### config.mk
export PLATFORM = sky130hd
export DESIGN_NAME = dec_sel_sequencer
export DESIGN_NICKNAME = d
export VERILOG_FILES = /design/src/rtl/dec_sel_sequencer.sv
export SDC_FILE = /design/constraint.sdc
export NUM_CORES = 1
export LEC_CHECK = 0
export ABC_CLOCK_PERIOD_IN_PS = 1450
export CAP_MARGIN = 20
export CORE_MARGIN = 1
export CORE_UTILIZATION = 46
export CTS_CLUSTER_SIZE = 10
export DETAILED_ROUTE_END_ITERATION = 7
export PLACE_DENSITY = 0.79
export SYNTH_ARGS = -nofsm -noshare
export SYNTH_HDL_FRONTEND = slang
export SYNTH_SLANG_ARGS = --single-unit
### constraint.sdc
create_clock -name clk -period 1.45 [get_ports clk]
set_input_delay 0.2175 -clock clk [delete_from_list [all_inputs] [get_ports clk]]
set_output_delay 0.2175 -clock clk [all_outputs]
set_load 0.005 [all_outputs]
### src/rtl/dec_sel_sequencer.sv
// Scan sequencer for a downstream 2-to-4 decoder: steps the select code
// up or down with a programmable dwell, in single-pass or continuous mode.
module dec_sel_sequencer #(
    parameter int DWELL_W = 4
) (
    input  logic               clk,
    input  logic               rst,
    input  logic               start,
    input  logic               stop,
    input  logic               dir,
    input  logic               cont,
    input  logic [DWELL_W-1:0] dwell,
    output logic [1:0]         w,
    output logic               en,
    output logic               busy,
    output logic               done
);

    typedef enum logic [1:0] {
        IDLE,
        RUN,
        DONE
    } state_t;

    state_t state, state_n;

    logic [1:0]         w_n;
    logic               en_n;
    logic               busy_n;
    logic               done_n;
    logic [DWELL_W-1:0] cnt, cnt_n;
    logic [DWELL_W-1:0] dwell_q, dwell_n;
    logic               dir_q, dir_n;
    logic               cont_q, cont_n;

    logic [1:0] final_code;
    logic [1:0] step_code;

    assign final_code = dir_q ? 2'b00 : 2'b11;
    // Mod-4 step doubles as the wrap in continuous mode.
    assign step_code  = dir_q ? w - 2'd1 : w + 2'd1;

    always_ff @(posedge clk) begin
        if (rst) begin
            state   <= IDLE;
            w       <= 2'b00;
            en      <= 1'b0;
            busy    <= 1'b0;
            done    <= 1'b0;
            cnt     <= '0;
            dwell_q <= '0;
            dir_q   <= 1'b0;
            cont_q  <= 1'b0;
        end else begin
            state   <= state_n;
            w       <= w_n;
            en      <= en_n;
            busy    <= busy_n;
            done    <= done_n;
            cnt     <= cnt_n;
            dwell_q <= dwell_n;
            dir_q   <= dir_n;
            cont_q  <= cont_n;
        end
    end

    always_comb begin
        state_n = state;
        w_n     = w;
        en_n    = en;
        busy_n  = busy;
        done_n  = 1'b0;
        cnt_n   = cnt;
        dwell_n = dwell_q;
        dir_n   = dir_q;
        cont_n  = cont_q;

        unique case (state)
            IDLE: begin
                en_n   = 1'b0;
                busy_n = 1'b0;
                if (start && !stop) begin
                    state_n = RUN;
                    dir_n   = dir;
                    cont_n  = cont;
                    dwell_n = dwell;
                    w_n     = dir ? 2'b11 : 2'b00;
                    en_n    = 1'b1;
                    busy_n  = 1'b1;
                    cnt_n   = dwell;
                end
            end
            RUN: begin
                if (stop) begin
                    state_n = IDLE;
                    en_n    = 1'b0;
                    busy_n  = 1'b0;
                end else if (cnt != '0) begin
                    cnt_n = cnt - 1'b1;
                end else if (w != final_code || cont_q) begin
                    w_n   = step_code;
                    cnt_n = dwell_q;
                end else begin
                    state_n = DONE;
                    done_n  = 1'b1;
                    en_n    = 1'b0;
                    busy_n  = 1'b0;
                end
            end
            DONE: begin
                state_n = IDLE;
            end
            default: begin
                state_n = IDLE;
            end
        endcase
    end

endmodule

==> run metrics <==
status=finished with violations; failing checks=negative setup slack; Die X-Extent=45.9 um; R2R setup slack=-6 ps; Crit-path slowest cell=dfxtp_2; antenna-violating nets left=0; Root Driver=clkbuf_4; total congestion overflow=0; switching portion of total power=28.0%; Tcrit/Tclk final=100%; Tmin final=1460 ps; Mapped Area=887 sq um; routed wire length=2.14 mm; pre-CTS setup slack=-205 ps; unrepaired setup endpoints after global routing=yes; max frequency=687 MHz; Adder-Cell Fraction of Synth Area=1.41%; DR iter-0 viols=16; dpl cell area=1140 sq um; P_leak=0.465 nW; TritonCTS Buffers=3; die height=45.9 um; synth warn=0; H-Tree Level Count=1; num rows=15; DPL Wire Length=1.63 mm; Psw=0.277 mW; post-synthesis cell count=102; Avg Cell Area, Syn=8.70 sq um; post-synthesis sequential area ratio=36.1%; Die ar.=2110 sq um; first-pass GRT wire length=3.53 mm; I/O pins=15; hold crit path type=flop to flop; Worst slew margin=75.9%; Synth Area in Compound Gates=19.7%; critical path arrival=1630 ps; post-route core utilization=69.8%; CTS tree=done; overall power=0.992 mW; largest net degree at the start of global routing=11; Slew @ Worst Pin=360 ps; layout cells sized above 1=30.5%; GRT Total Usage=23.9%; XOR/XNOR share of the synthesized area=1.97%; Max IR drop VDD=0.510 mV; vias post-DR=845; clock buffer depth=2; effective utilization at floorplan=50.3%; Clock Skews=4.23 ps; total of max-cap violations=0; pwr/cell area=805 nW/um^2; Clock Sink Count=16; vias per cell=5.42; fin area=1230 sq um; RePlAce Congestion=0.885; Routed wire per std cell=13.7 um; ordered cell list for the critical path=inv_2 -> ha_4 -> nor3b_4 -> nand3_2 -> buf_6 -> o211ai_1 -> a21oi_2; Seq cells post-synth=16; distinct cell type count of the synthesized netlist=35; combinational power share=27.1%; vias in the first global route=824; Area Growth Syn to Fin=38.8%; clock network fraction of total power=22.9%; Syn Nets=113; CP Max Fanout=4; port buffer count=14; Reg power frac=50.0%; Startpoint Class=flop; CP Capture Type=flop; Synth async-reset ratio=0%; Synth Area in Simple Gates=32.7%; initial antenna violation count=0; Residual DRC=0; critical path class=flop to flop; Hold Fails Final Rpt=0; Final Setup Violations=2; n_diodes=0; drt pass-1 iters=4; Setup WS post-layout=-6.15 ps; clk slew on worst S/H paths=90 ps; multiplexer area fraction after synthesis=4.51%; Final Max Slew Viols=0; Req. time, crit path=1630 ps; clk_lat worst skew=280 ps; Post-synth EDFFs=0; Total Nets Final=144; Primary FF master, synth=dfxtp_1; Core Area=1760 sq um; slowest cell delay on critical path=330 ps; Int Power=0.714 mW; largest family of logic cells by synthesized area=simple AND/OR/NAND/NOR gates
## stage by stage
stage                     hold WS (ps)  TNS [ps]  std cells
after floorplan                    353         0        102
after global placement             447      -967        150
after detailed placement           452     -1400        150
after CTS                          464      -105        156
after global routing               490      -289        156
final                              463     -12.2        156
## registers in the layout, summed over array words and instances, names as in the netlist
signal,count
cont_q,1
busy,1
dwell_q,4
state,2
w,2
cnt,4
done,1
dir_q,1
## cell type report
cell class / instances / area, sq um
clock buffers: 3 / 22.5
flip-flops and latches: 16 / 332
fillers: 150 / 533
well taps: 25 / 31.3
repair buffers: 30 / 267
inverters: 3 / 11.3
multi-input cells: 79 / 568
## path summary, 6_finish.rpt
path | startpoint | endpoint | cells past startpoint
setup / recovery | cnt[1]$_SDFFE_PP0P_ | w[0]$_SDFFE_PP0P_ | 7
hold / removal | dwell_q[2]$_SDFFE_PP0P_ | dwell_q[2]$_SDFFE_PP0P_ | 2
setup reg to reg | cnt[1]$_SDFFE_PP0P_ | w[0]$_SDFFE_PP0P_ | 7
hold reg to reg | dwell_q[2]$_SDFFE_PP0P_ | dwell_q[2]$_SDFFE_PP0P_ | 2
## what timing repair did
item	in CTS	in global routing
buffers inserted	3	0
resized for setup	5	11
pin swaps	5	6
endpoints found under the setup margin	7	9
hold buffers	0	0
## critical path: cells and delay by family, from the launching register on
kind | cells | cell delay (ps)
simple gates | 2 | 410
compound gates | 2 | 270
flops | 1 | 330
fa+ha+maj | 1 | 140
buf+inv | 2 | 200
## cell families (layout without fill, tap and decap cells)
family,count (synthesis),count (layout)
AND/OR/NAND/NOR,46,46
AO/OA/AOI/OAI,26,26
flip-flops,16,16
buffers and inverters,7,36
multiplexers,4,4
XOR/XNOR,2,2
adder cells (fa/ha/maj),1,1
## cell usage in the layout, fill, tap and decap left out, drive strengths merged, types with 2 or more instances in the layout
cell | synthesis | routed
nand2b | 4 | 4
buf | 1 | 16
and4bb | 2 | 2
nor2 | 7 | 7
inv | 3 | 3
nor3 | 5 | 5
o21ai | 4 | 4
xnor2 | 2 | 2
a21oi | 11 | 11
dfxtp | 16 | 16
clkbuf | 3 | 3
a311oi | 4 | 4
nor4b | 2 | 2
mux2i | 4 | 4
clkdlybuf4s50 | 0 | 13
nor3b | 2 | 2
nand2 | 18 | 18
## per-layer routing
metal	track usage [%]	vias up	share of wire [%]	routed length, um
met3	3.57	2	2.8	59
li1	-	427	-	-
met2	41.7	18	51	1090
met4	12.4	0	0.70	15
met1	27.8	398	45	974
met5	0	-	0	0
## Yosys cell counts, types with 2 or more instances
master    number  share of area (%)
nand2b_1       4                2.8
nor2_1         7                3.0
o21ai_0        3                1.7
nor4b_4        2                5.4
xnor2_1        2                2.0
nand2_1       18                7.6
nor3_1         5                2.8
dfxtp_1       16                 36
mux2i_1        4                4.5
a21oi_1       10                5.6
inv_1          3                1.3
a311oi_1       4                3.9
clkbuf_1       2               0.85
## power groups by stage
stage	combinational, mW	clock (mW)	sequential (mW)
6_report	0.269	0.227	0.496
5_1_grt	0.293	0.257	0.499
4_1_cts	0.261	0.233	0.495
3_5_place_dp	0.245	0	0.504
3_3_place_gp	0.237	0	0.502
2_1_floorplan	0.143	0	0.496
No activity file was read; power rests on OpenSTA's default activity.
